`src/rtl/seq_verifier.sv`:
```
// Multi-cycle login verifier: byte-serial password hash, then a one-entry-per-cycle table search.
// Optional per-user failed-attempt lockout is compiled in with `define LOCKOUT_EN.
module seq_verifier #(
    parameter int unsigned DATA_W    = 64,
    parameter int unsigned NUM_USERS = 8,
    parameter int unsigned HASH_W    = 32,
    parameter int unsigned MAX_FAILS = 3,
    localparam int unsigned AW       = $clog2(NUM_USERS)
) (
    input  logic              clk,
    input  logic              rst_n,
    input  logic              start,
    input  logic [DATA_W-1:0] username,
    input  logic [DATA_W-1:0] password,
    input  logic              prog_we,
    input  logic [AW-1:0]     prog_addr,
    input  logic [DATA_W-1:0] prog_user,
    input  logic [HASH_W-1:0] prog_hash,
    input  logic              prog_en,
    output logic              busy,
    output logic              done,
    output logic              valid,
    output logic              locked,
    output logic [AW-1:0]     match_addr
);

    localparam int unsigned NB    = DATA_W / 8;
    localparam int unsigned STEPS = (NB > NUM_USERS) ? NB : NUM_USERS;
    localparam int unsigned SW    = $clog2(STEPS) + 1;

    if (DATA_W == 0 || DATA_W % 8 != 0) begin : g_bad_data_w
        $error("DATA_W must be a non-zero multiple of 8");
    end
    if (NUM_USERS < 2 || (NUM_USERS & (NUM_USERS - 1)) != 0) begin : g_bad_num_users
        $error("NUM_USERS must be a power of 2 and at least 2");
    end
    if (HASH_W < 8) begin : g_bad_hash_w
        $error("HASH_W must be at least 8");
    end
    if (MAX_FAILS < 1) begin : g_bad_max_fails
        $error("MAX_FAILS must be at least 1");
    end

    typedef enum logic [1:0] {StIdle, StHash, StSearch, StResult} state_e;

    state_e            state_q;
    logic [DATA_W-1:0] user_q;
    logic [DATA_W-1:0] pwd_q;
    logic [HASH_W-1:0] hash_q;
    logic              term_q;
    logic [SW-1:0]     step_q;
    logic              found_q;
    logic [AW-1:0]     match_q;
    logic [HASH_W-1:0] match_hash_q;
    logic              match_stale_q;

    // Snapshot of the entry overwritten in the same cycle a start was accepted,
    // so the search still sees the pre-write contents of that entry.
    logic              stale_q;
    logic [AW-1:0]     stale_addr_q;
    logic [DATA_W-1:0] old_user_q;
    logic [HASH_W-1:0] old_hash_q;
    logic              old_en_q;

    logic [DATA_W-1:0] tab_user [NUM_USERS];
    logic [HASH_W-1:0] tab_hash [NUM_USERS];
    logic [NUM_USERS-1:0] tab_en;

`ifdef LOCKOUT_EN
    localparam int unsigned CW = $clog2(MAX_FAILS + 1);
    logic [CW-1:0] fail_cnt [NUM_USERS];
    logic [CW-1:0] old_cnt_q;
    logic [CW-1:0] match_cnt_q;
    logic [CW-1:0] cur_cnt;
`endif

    logic              accept;
    logic              wr_en;
    logic [AW-1:0]     idx;
    logic [7:0]        cur_byte;
    logic [HASH_W-1:0] hash_next;
    logic [DATA_W-1:0] cur_user;
    logic [HASH_W-1:0] cur_hash;
    logic              cur_en;
    logic              cur_stale;
    logic              hit;
    logic              hash_eq;

    assign accept    = (state_q == StIdle) && !busy && start;
    assign wr_en     = (state_q == StIdle) && !busy && prog_we;
    assign idx       = step_q[AW-1:0];
    assign cur_byte  = pwd_q[DATA_W-1 -: 8];
    assign hash_next = {hash_q[HASH_W-6:0], hash_q[HASH_W-1:HASH_W-5]} ^ HASH_W'(cur_byte);
    assign cur_stale = stale_q && (idx == stale_addr_q);
    assign hit       = cur_en && (cur_user == user_q) && (user_q != '0);
    assign hash_eq   = (match_hash_q == hash_q);

    always_comb begin
        cur_user = tab_user[idx];
        cur_hash = tab_hash[idx];
        cur_en   = tab_en[idx];
        if (cur_stale) begin
            cur_user = old_user_q;
            cur_hash = old_hash_q;
            cur_en   = old_en_q;
        end
    end

`ifdef LOCKOUT_EN
    always_comb begin
        cur_cnt = cur_stale ? old_cnt_q : fail_cnt[idx];
    end
`endif

    always_ff @(posedge clk or negedge rst_n) begin
        if (!rst_n) begin
            state_q       <= StIdle;
            busy          <= 1'b0;
            done          <= 1'b0;
            valid         <= 1'b0;
            locked        <= 1'b0;
            match_addr    <= '0;
            user_q        <= '0;
            pwd_q         <= '0;
            hash_q        <= '0;
            term_q        <= 1'b0;
            step_q        <= '0;
            found_q       <= 1'b0;
            match_q       <= '0;
            match_hash_q  <= '0;
            match_stale_q <= 1'b0;
            stale_q       <= 1'b0;
            stale_addr_q  <= '0;
            old_user_q    <= '0;
            old_hash_q    <= '0;
            old_en_q      <= 1'b0;
`ifdef LOCKOUT_EN
            old_cnt_q     <= '0;
            match_cnt_q   <= '0;
`endif
        end else begin
            done <= 1'b0;
            unique case (state_q)
                StIdle: begin
                    // busy is still high during the done cycle; drop it one cycle later
                    if (busy) begin
                        busy <= 1'b0;
                    end else if (accept) begin
                        busy         <= 1'b1;
                        valid        <= 1'b0;
                        locked       <= 1'b0;
                        match_addr   <= '0;
                        user_q       <= username;
                        pwd_q        <= password;
                        hash_q       <= '0;
                        term_q       <= 1'b0;
                        step_q       <= '0;
                        found_q      <= 1'b0;
                        stale_q      <= prog_we;
                        stale_addr_q <= prog_addr;
                        old_user_q   <= tab_user[prog_addr];
                        old_hash_q   <= tab_hash[prog_addr];
                        old_en_q     <= tab_en[prog_addr];
`ifdef LOCKOUT_EN
                        old_cnt_q    <= fail_cnt[prog_addr];
`endif
                        state_q      <= StHash;
                    end
                end
                StHash: begin
                    if (cur_byte == 8'h00) begin
                        term_q <= 1'b1;
                    end else if (!term_q) begin
                        hash_q <= hash_next;
                    end
                    pwd_q <= pwd_q << 8;
                    if (step_q == SW'(NB - 1)) begin
                        step_q  <= '0;
                        state_q <= StSearch;
                    end else begin
                        step_q <= step_q + 1'b1;
                    end
                end
                StSearch: begin
                    if (!found_q && hit) begin
                        found_q       <= 1'b1;
                        match_q       <= idx;
                        match_hash_q  <= cur_hash;
                        match_stale_q <= cur_stale;
`ifdef LOCKOUT_EN
                        match_cnt_q   <= cur_cnt;
`endif
                    end
                    if (step_q == SW'(NUM_USERS - 1)) begin
                        step_q  <= '0;
                        state_q <= StResult;
                    end else begin
                        step_q <= step_q + 1'b1;
                    end
                end
                StResult: begin
                    done    <= 1'b1;
                    state_q <= StIdle;
                    if (!found_q) begin
                        valid      <= 1'b0;
                        locked     <= 1'b0;
                        match_addr <= '0;
                    end else begin
                        match_addr <= match_q;
`ifdef LOCKOUT_EN
                        if (match_cnt_q == CW'(MAX_FAILS)) begin
                            valid  <= 1'b0;
                            locked <= 1'b1;
                        end else begin
                            valid  <= hash_eq;
                            locked <= 1'b0;
                        end
`else
                        valid  <= hash_eq;
                        locked <= 1'b0;
`endif
                    end
                end
                default: state_q <= StIdle;
            endcase
        end
    end

    always_ff @(posedge clk or negedge rst_n) begin
        if (!rst_n) begin
            tab_en <= '0;
            for (int i = 0; i < int'(NUM_USERS); i++) begin
                tab_user[i] <= '0;
                tab_hash[i] <= '0;
`ifdef LOCKOUT_EN
                fail_cnt[i] <= '0;
`endif
            end
        end else begin
            if (wr_en) begin
                tab_user[prog_addr] <= prog_user;
                tab_hash[prog_addr] <= prog_hash;
                tab_en[prog_addr]   <= prog_en;
`ifdef LOCKOUT_EN
                fail_cnt[prog_addr] <= '0;
`endif
            end
`ifdef LOCKOUT_EN
            // An entry rewritten at start keeps its fresh counter; the old attempt is moot
            if (state_q == StResult && found_q && !match_stale_q &&
                match_cnt_q != CW'(MAX_FAILS)) begin
                fail_cnt[match_q] <= hash_eq ? '0 : match_cnt_q + 1'b1;
            end
`endif
        end
    end

endmodule

```
`config.mk`:
```
export PLATFORM = sky130hd
export DESIGN_NAME = seq_verifier
export DESIGN_NICKNAME = d
export VERILOG_FILES = /design/src/rtl/seq_verifier.sv
export SDC_FILE = /design/constraint.sdc
export NUM_CORES = 2
export LEC_CHECK = 0
export BUFFER_PORTS_ARGS = -buffer_cell sky130_fd_sc_hd__buf_2
export CAP_MARGIN = 30
export CORE_MARGIN = 2
export CORE_UTILIZATION = 65
export CTS_BUF_LIST = sky130_fd_sc_hd__clkbuf_8
export CTS_CLUSTER_SIZE = 24
export DETAILED_ROUTE_END_ITERATION = 10
export PLACE_DENSITY = 0.83
export SYNTH_ARGS = -nofsm -noshare
export SYNTH_HDL_FRONTEND = slang
export SYNTH_SLANG_ARGS = --single-unit
```
`constraint.sdc`:
```
create_clock -name clk -period 7.7 [get_ports clk]
set_clock_uncertainty 0.2 [all_clocks]
set_input_delay 0.77 -clock clk [delete_from_list [all_inputs] [get_ports clk]]
set_output_delay 0.77 -clock clk [all_outputs]
set_load 0.005 [all_outputs]
```
# Word-level counts from Yosys, hierarchy flattened
# Cells that the tools add are included.
totals:
  reg_bits: 1087
  in_bits: 232
  output_inout_bits: 7
  word_cells: 151
op_classes:
  addsub: 1
  magnitude_cmp: 6
  eq_ne: 15
  muxes: 61
  n_bitwise: 4
  reduce_logical: 28
ops:
  columns: ["cell", "count"]
  rows:
  - ["$bwmux 512", 1]
  - ["$mux 64", 8]
  - ["$bmux 64 s3", 2]
  - ["$mux 32", 10]
  - ["$bwmux 256", 1]
  - ["$bmux 32 s3", 2]
  - ["$demux 64 s3", 1]
  - ["$pmux 64 s2", 1]
  - ["$demux 32 s3", 1]
  - ["$eq 64x64->1", 1]
  - ["$pmux 32 s2", 1]
  - ["$reduce_bool 64->1", 1]
  - ["$eq 32x32->1", 1]
  - ["$xor 32x8->32", 1]
  - ["$ne 2x2->1 const B", 8]
  - ["$mux 1", 12]
  - ["$mux 4", 3]
  - ["$reduce_and 3->1", 4]
  - ["$reduce_and 4->1", 3]
  - ["$logic_and 1x1->1", 9]
  - ["$mux 3", 3]
  - ["$bwmux 8", 1]
  - ["$ge 4x4->1 const B", 2]
  - ["$logic_not 8->1", 1]
  - ["23 further kinds", 37]

# Logic depth before layout (Yosys ltp)
logic_depth:
  word_depth: 11
  depth_mapped: 15
  ltp_nobuf: 9

# Least setup slack after synthesis
# Ideal clock, no wire load.
synth_path:
  path_kind: "register to register"
  startpoint: "register step_q[0]"
  endpoint: "register match_hash_q[10]"
  setup_time_ns: 0.125
  t_arrival_ns: 3.289
  t_required_ns: 7.375
  setup_slack_ns: 4.086
  stages_incl_launch_ff: 14
  n_path_buf: 5
  synth_period_minus_slack_ns: 3.614
  cell_sequence: "dfrtp_1 > buf_6 > buf_8 > buf_4 > buf_4 > mux2_2 > mux2i_1 > xor2_1 > o2111ai_1 > or4_1 > nor4_2 > nand4_4 > buf_6 > mux2_4"
synth_via:
  elab_chain_cells: 10
  elab_cells_between_ends: 19
  classes_between: "eq/ne: 2; mux: 11; bitwise: 1; reduce/logical: 5"
synth_rtl:
  columns: ["item", "line", "source"]
  rows:
  - ["start, declared", "51", "logic [SW-1:0] step_q;"]
  - ["start signal, assigned", "181", "step_q <= step_q + 1'b1;"]
  - ["start signal, assigned", "198", "step_q <= step_q + 1'b1;"]
  - ["$not 3->4 (not written as such)", "99, 100", null]
  - ["$bmux 64 s3", "99", "cur_user = tab_user[idx];"]
  - ["$mux 64 (not written as such) (2 in a row)", "99", null]
  - ["$mux 64", "102", "if (cur_stale) begin"]
  - ["$eq 64x64->1", "95", "assign hit = cur_en && (cur_user == user_q) && (user_q != '0);"]
  - ["$logic_and 1x1->1 (2 in a row)", "95", null]
  - ["$logic_and 1x1->1", "185", "if (!found_q && hit) begin"]
  - ["$reduce_and 2->1 (no source line)", null, null]
  - ["end signal, assigned", "188", "match_hash_q <= cur_hash;"]
  - ["end, declared", "54", "logic [HASH_W-1:0] match_hash_q;"]
# Parallel ways exist; a longest one is shown, timed or not. The select of a mux whose other input is x is not followed.
# A chain may end at the register's enable or synchronous reset.

# Worst setup path in the final report
layout_path:
  startpoint: "register step_q[2]"
  endpoint: "register match_hash_q[13]"
# The elaborated chain is that of the path after synthesis.

==> summary.txt <==
Logic synthesis
  • Post-synth top flop: dfrtp_1
  • Mapped cell area: 0.0551 mm2
  • #FFs+latches synth: 1086
  • Register area share after synthesis: 49.3%
  • Yosys warning total: 0
  • Yosys top cell area share: 49.3%
  • Mapped Cells: 4462
  • Most common cell in the netlist: dfrtp_1
  • Post-synthesis async set-or-reset flop share: 100%
  • Area leader, netlist: dfrtp_1
  • Synth cell types: 69
  • Synth area leaders: dfrtp_1, mux2_2, mux4_2
  • Most frequent cells after synthesis: dfrtp_1, mux2_2, nand2_1, mux2i_1, clkbuf_1
  • Number of synthesized flops with an enable pin: 0
  • Avg Inst Size Synth: 12.4 um2
  • Synth Net Count: 4700

Clocking
  • Clk slew on worst S/H paths: 70 ps
  • H-tree depth: 4
  • PostCTS Resize Cnt: 0
  • CTS tree: done
  • Clk buf depth: 3
  • Clock insertion delay at the later pin of the skew report: 850 ps
  • Clock Sinks: 1086
  • Num CTS Buffers: 171
  • Root Driver: clkbuf_8

Cells and area
  • Fin nets: 4917
  • Area Growth Syn to Fin: 11.5%
  • Layout cells sized above 1: 34.5%
  • Design Area, Final: 0.0615 mm2
  • Cell Count, Final, Fillers Out: 5967

Placement
  • Cell area after placement: 0.0573 mm2
  • Dpl ws: 2720 ps
  • Placed cell count: 5570
  • Port bufs: 237
  • GPL Wtd Cong: 1.04
  • Hpwl dp: 102000 um

Min path
  • Hold Path Origin: password[20]
  • Hold Path Depth: 3
  • Hold endpoint: pwd_q[20]
  • Min-Delay Path Class: in -> reg

Worst setup path
  • CP Launch Type: flop
  • Worst endpoint required time: 8240 ps
  • Crit-path max FO: 49
  • WP data arrival: 5680 ps
  • Setup crit end kind: flop
  • Reg2Reg Depth: 11
  • R2r setup slk: 2560 ps
  • FF-to-FF Start: step_q[2]
  • Reg-to-Reg End: match_hash_q[13]
  • Crit Path Class: reg -> reg

Timing
  • Setup ws final: 2560 ps
  • Crit share post-route: 66.7%
  • Max-slew violation count: 0
  • # setup viols final: 0
  • Worst Tran Pin Value: 1120 ps
  • Setup TNS: 0 ps
  • Unrepaired setup endpoints after global routing: false
  • Final Hold Fails: 0
  • Max-slew headroom: 25.1%
  • Max Freq: 195 MHz
  • Tmin final: 5140 ps

Pwr
  • P_leak: 28.1 nW
  • Combinational group share of total power: 38.0%
  • Int Power: 15.6 mW
  • Psw: 9.67 mW
  • Switch share: 38.2%
  • PwrDens: 411 mW/mm2
  • Worst vdd ir: 0.416 mV
  • Clk network pwr share: 19.4%
  • Seq pwr share: 42.6%

Global route
  • Total Routing Usage GR: 38.7%
  • First-pass GRT wire length: 254000 um
  • Initial antenna violation count: 27
  • Vias in the first global route: 41400
  • GRT Residual Overflow: 0
  • Pin count of the biggest net entering global routing: 176

Floorplan
  • CORE AREA: 0.0838 mm2
  • Row count: 106
  • Starting Density: 65.8%
  • Die height: 295 um
  • Horiz. Die Dim: 295 um
  • IO Count: 239
  • Die Area: 0.0872 mm2

Route
  • Routed WL per cell: 28.1 um
  • Router iterations before antenna repair: 5
  • Post-route ant nets: 0
  • DRC viols: 0
  • Vias per inst: 6.86
  • 1st-iter DRT viols: 5071
  • Via Count: 40900
  • Total Routed Length: 167000 um

Flow run
  • Max_cap viols: 0

Run status
  • Status: finished, final reports clean
[timing repair]
action	in CTS	in global routing
setup buffers	0	0
hold buffers	67	0
hold endpoints to repair	168	0
[worst max-delay path, stage by stage, from the launching register on]
cell and delay [ps]:
dfrtp_4 1050, xnor2_1 280, nand4_4 590, buf_12 420
mux2i_1 360, xor2_1 220, nand2_1 60, or4_1 560
nor4_2 400, nand4_4 170, buf_16 240, mux2_4 340
[power groups by stage]
stage,combinational (mW),clock (mW),sequential (mW)
after floorplan,7.30,0,9.55
after global placement,9.01,0,10.5
after detailed placement,9.32,0,10.7
after CTS,9.42,4.92,10.6
after global routing,10.3,5.19,11.0
final,9.61,4.91,10.8
[layout make-up]
cell class              count  area [um2]
repair buffers            380        2730
well taps                1134        1420
inverters                  38         143
multi-input cells        3002       26500
flip-flops and latches   1086       27200
clock inverters            88         430
clock buffers             217        2990
diodes                     22        55.1
fillers                  5287       22300
[kinds of logic after synthesis]
logic type	share of synthesized area (%)
xor+xnor	1.10
flops	49.3
compound gates	8.50
mux	32.4
simple gates	5.66
fa+ha+maj	0.136
buf+inv	2.89
other cells	0.00680
[metal layers]
metal | wire length [um] | GRT usage (%) | vias up
met4 | 8890 | 20.4 | 12
met5 | 74 | 0 | -
met1 | 64400 | 52.9 | 20700
met2 | 74300 | 56.7 | 2670
met3 | 19800 | 11.3 | 616
li1 | - | - | 16900
[worst max path at each step]
stage                    from                to  slack, ps
floorplan           step_q[0]  match_hash_q[10]       4090
global placement    step_q[2]  match_hash_q[28]       2060
detailed placement  step_q[2]  match_hash_q[30]       2720
CTS                 step_q[2]  match_hash_q[29]       2690
global route        step_q[2]  match_hash_q[13]       2510
finish              step_q[2]  match_hash_q[13]       2560
[placed cells by master (no fill, tap or decap), types with 45 or more instances in the layout]
cell type / synthesis / final
a21oi_1: 214 / 214
inv_1: 37 / 105
nand2_1: 440 / 437
dlygate4sd3_1: 0 / 67
a22o_1: 45 / 45
dfrtp_1: 1086 / 1083
mux4_2: 189 / 189
clkbuf_8: 0 / 218
buf_2: 26 / 233
mux2_2: 856 / 856
o21ai_0: 217 / 217
nor2_1: 213 / 205
mux2i_1: 334 / 334
a22oi_1: 78 / 78
buf_4: 25 / 57
[metrics by stage]
step / hold slack [ps] / utilization, % / power [mW]
6_report: 27.7 / 73.4 / 25.3
5_1_grt: 30.4 / 73.3 / 26.5
4_1_cts: 0.654 / 73.2 / 24.9
3_5_place_dp: 262 / 68.3 / 20.0
3_3_place_gp: 257 / 68.2 / 19.5
2_1_floorplan: 241 / - / 16.8
[registers in the layout, indices dropped and copies added, names as in the netlist, 2 cells and up]
register      cells
tab_hash        256
hash_q           32
match_q           3
tab_user        512
stale_addr_q      3
old_hash_q       32
user_q           64
pwd_q            64
step_q            4
old_user_q       64
match_addr        3
tab_en            8
match_hash_q     32
state_q           2
Power figures use the tool's default switching activity.
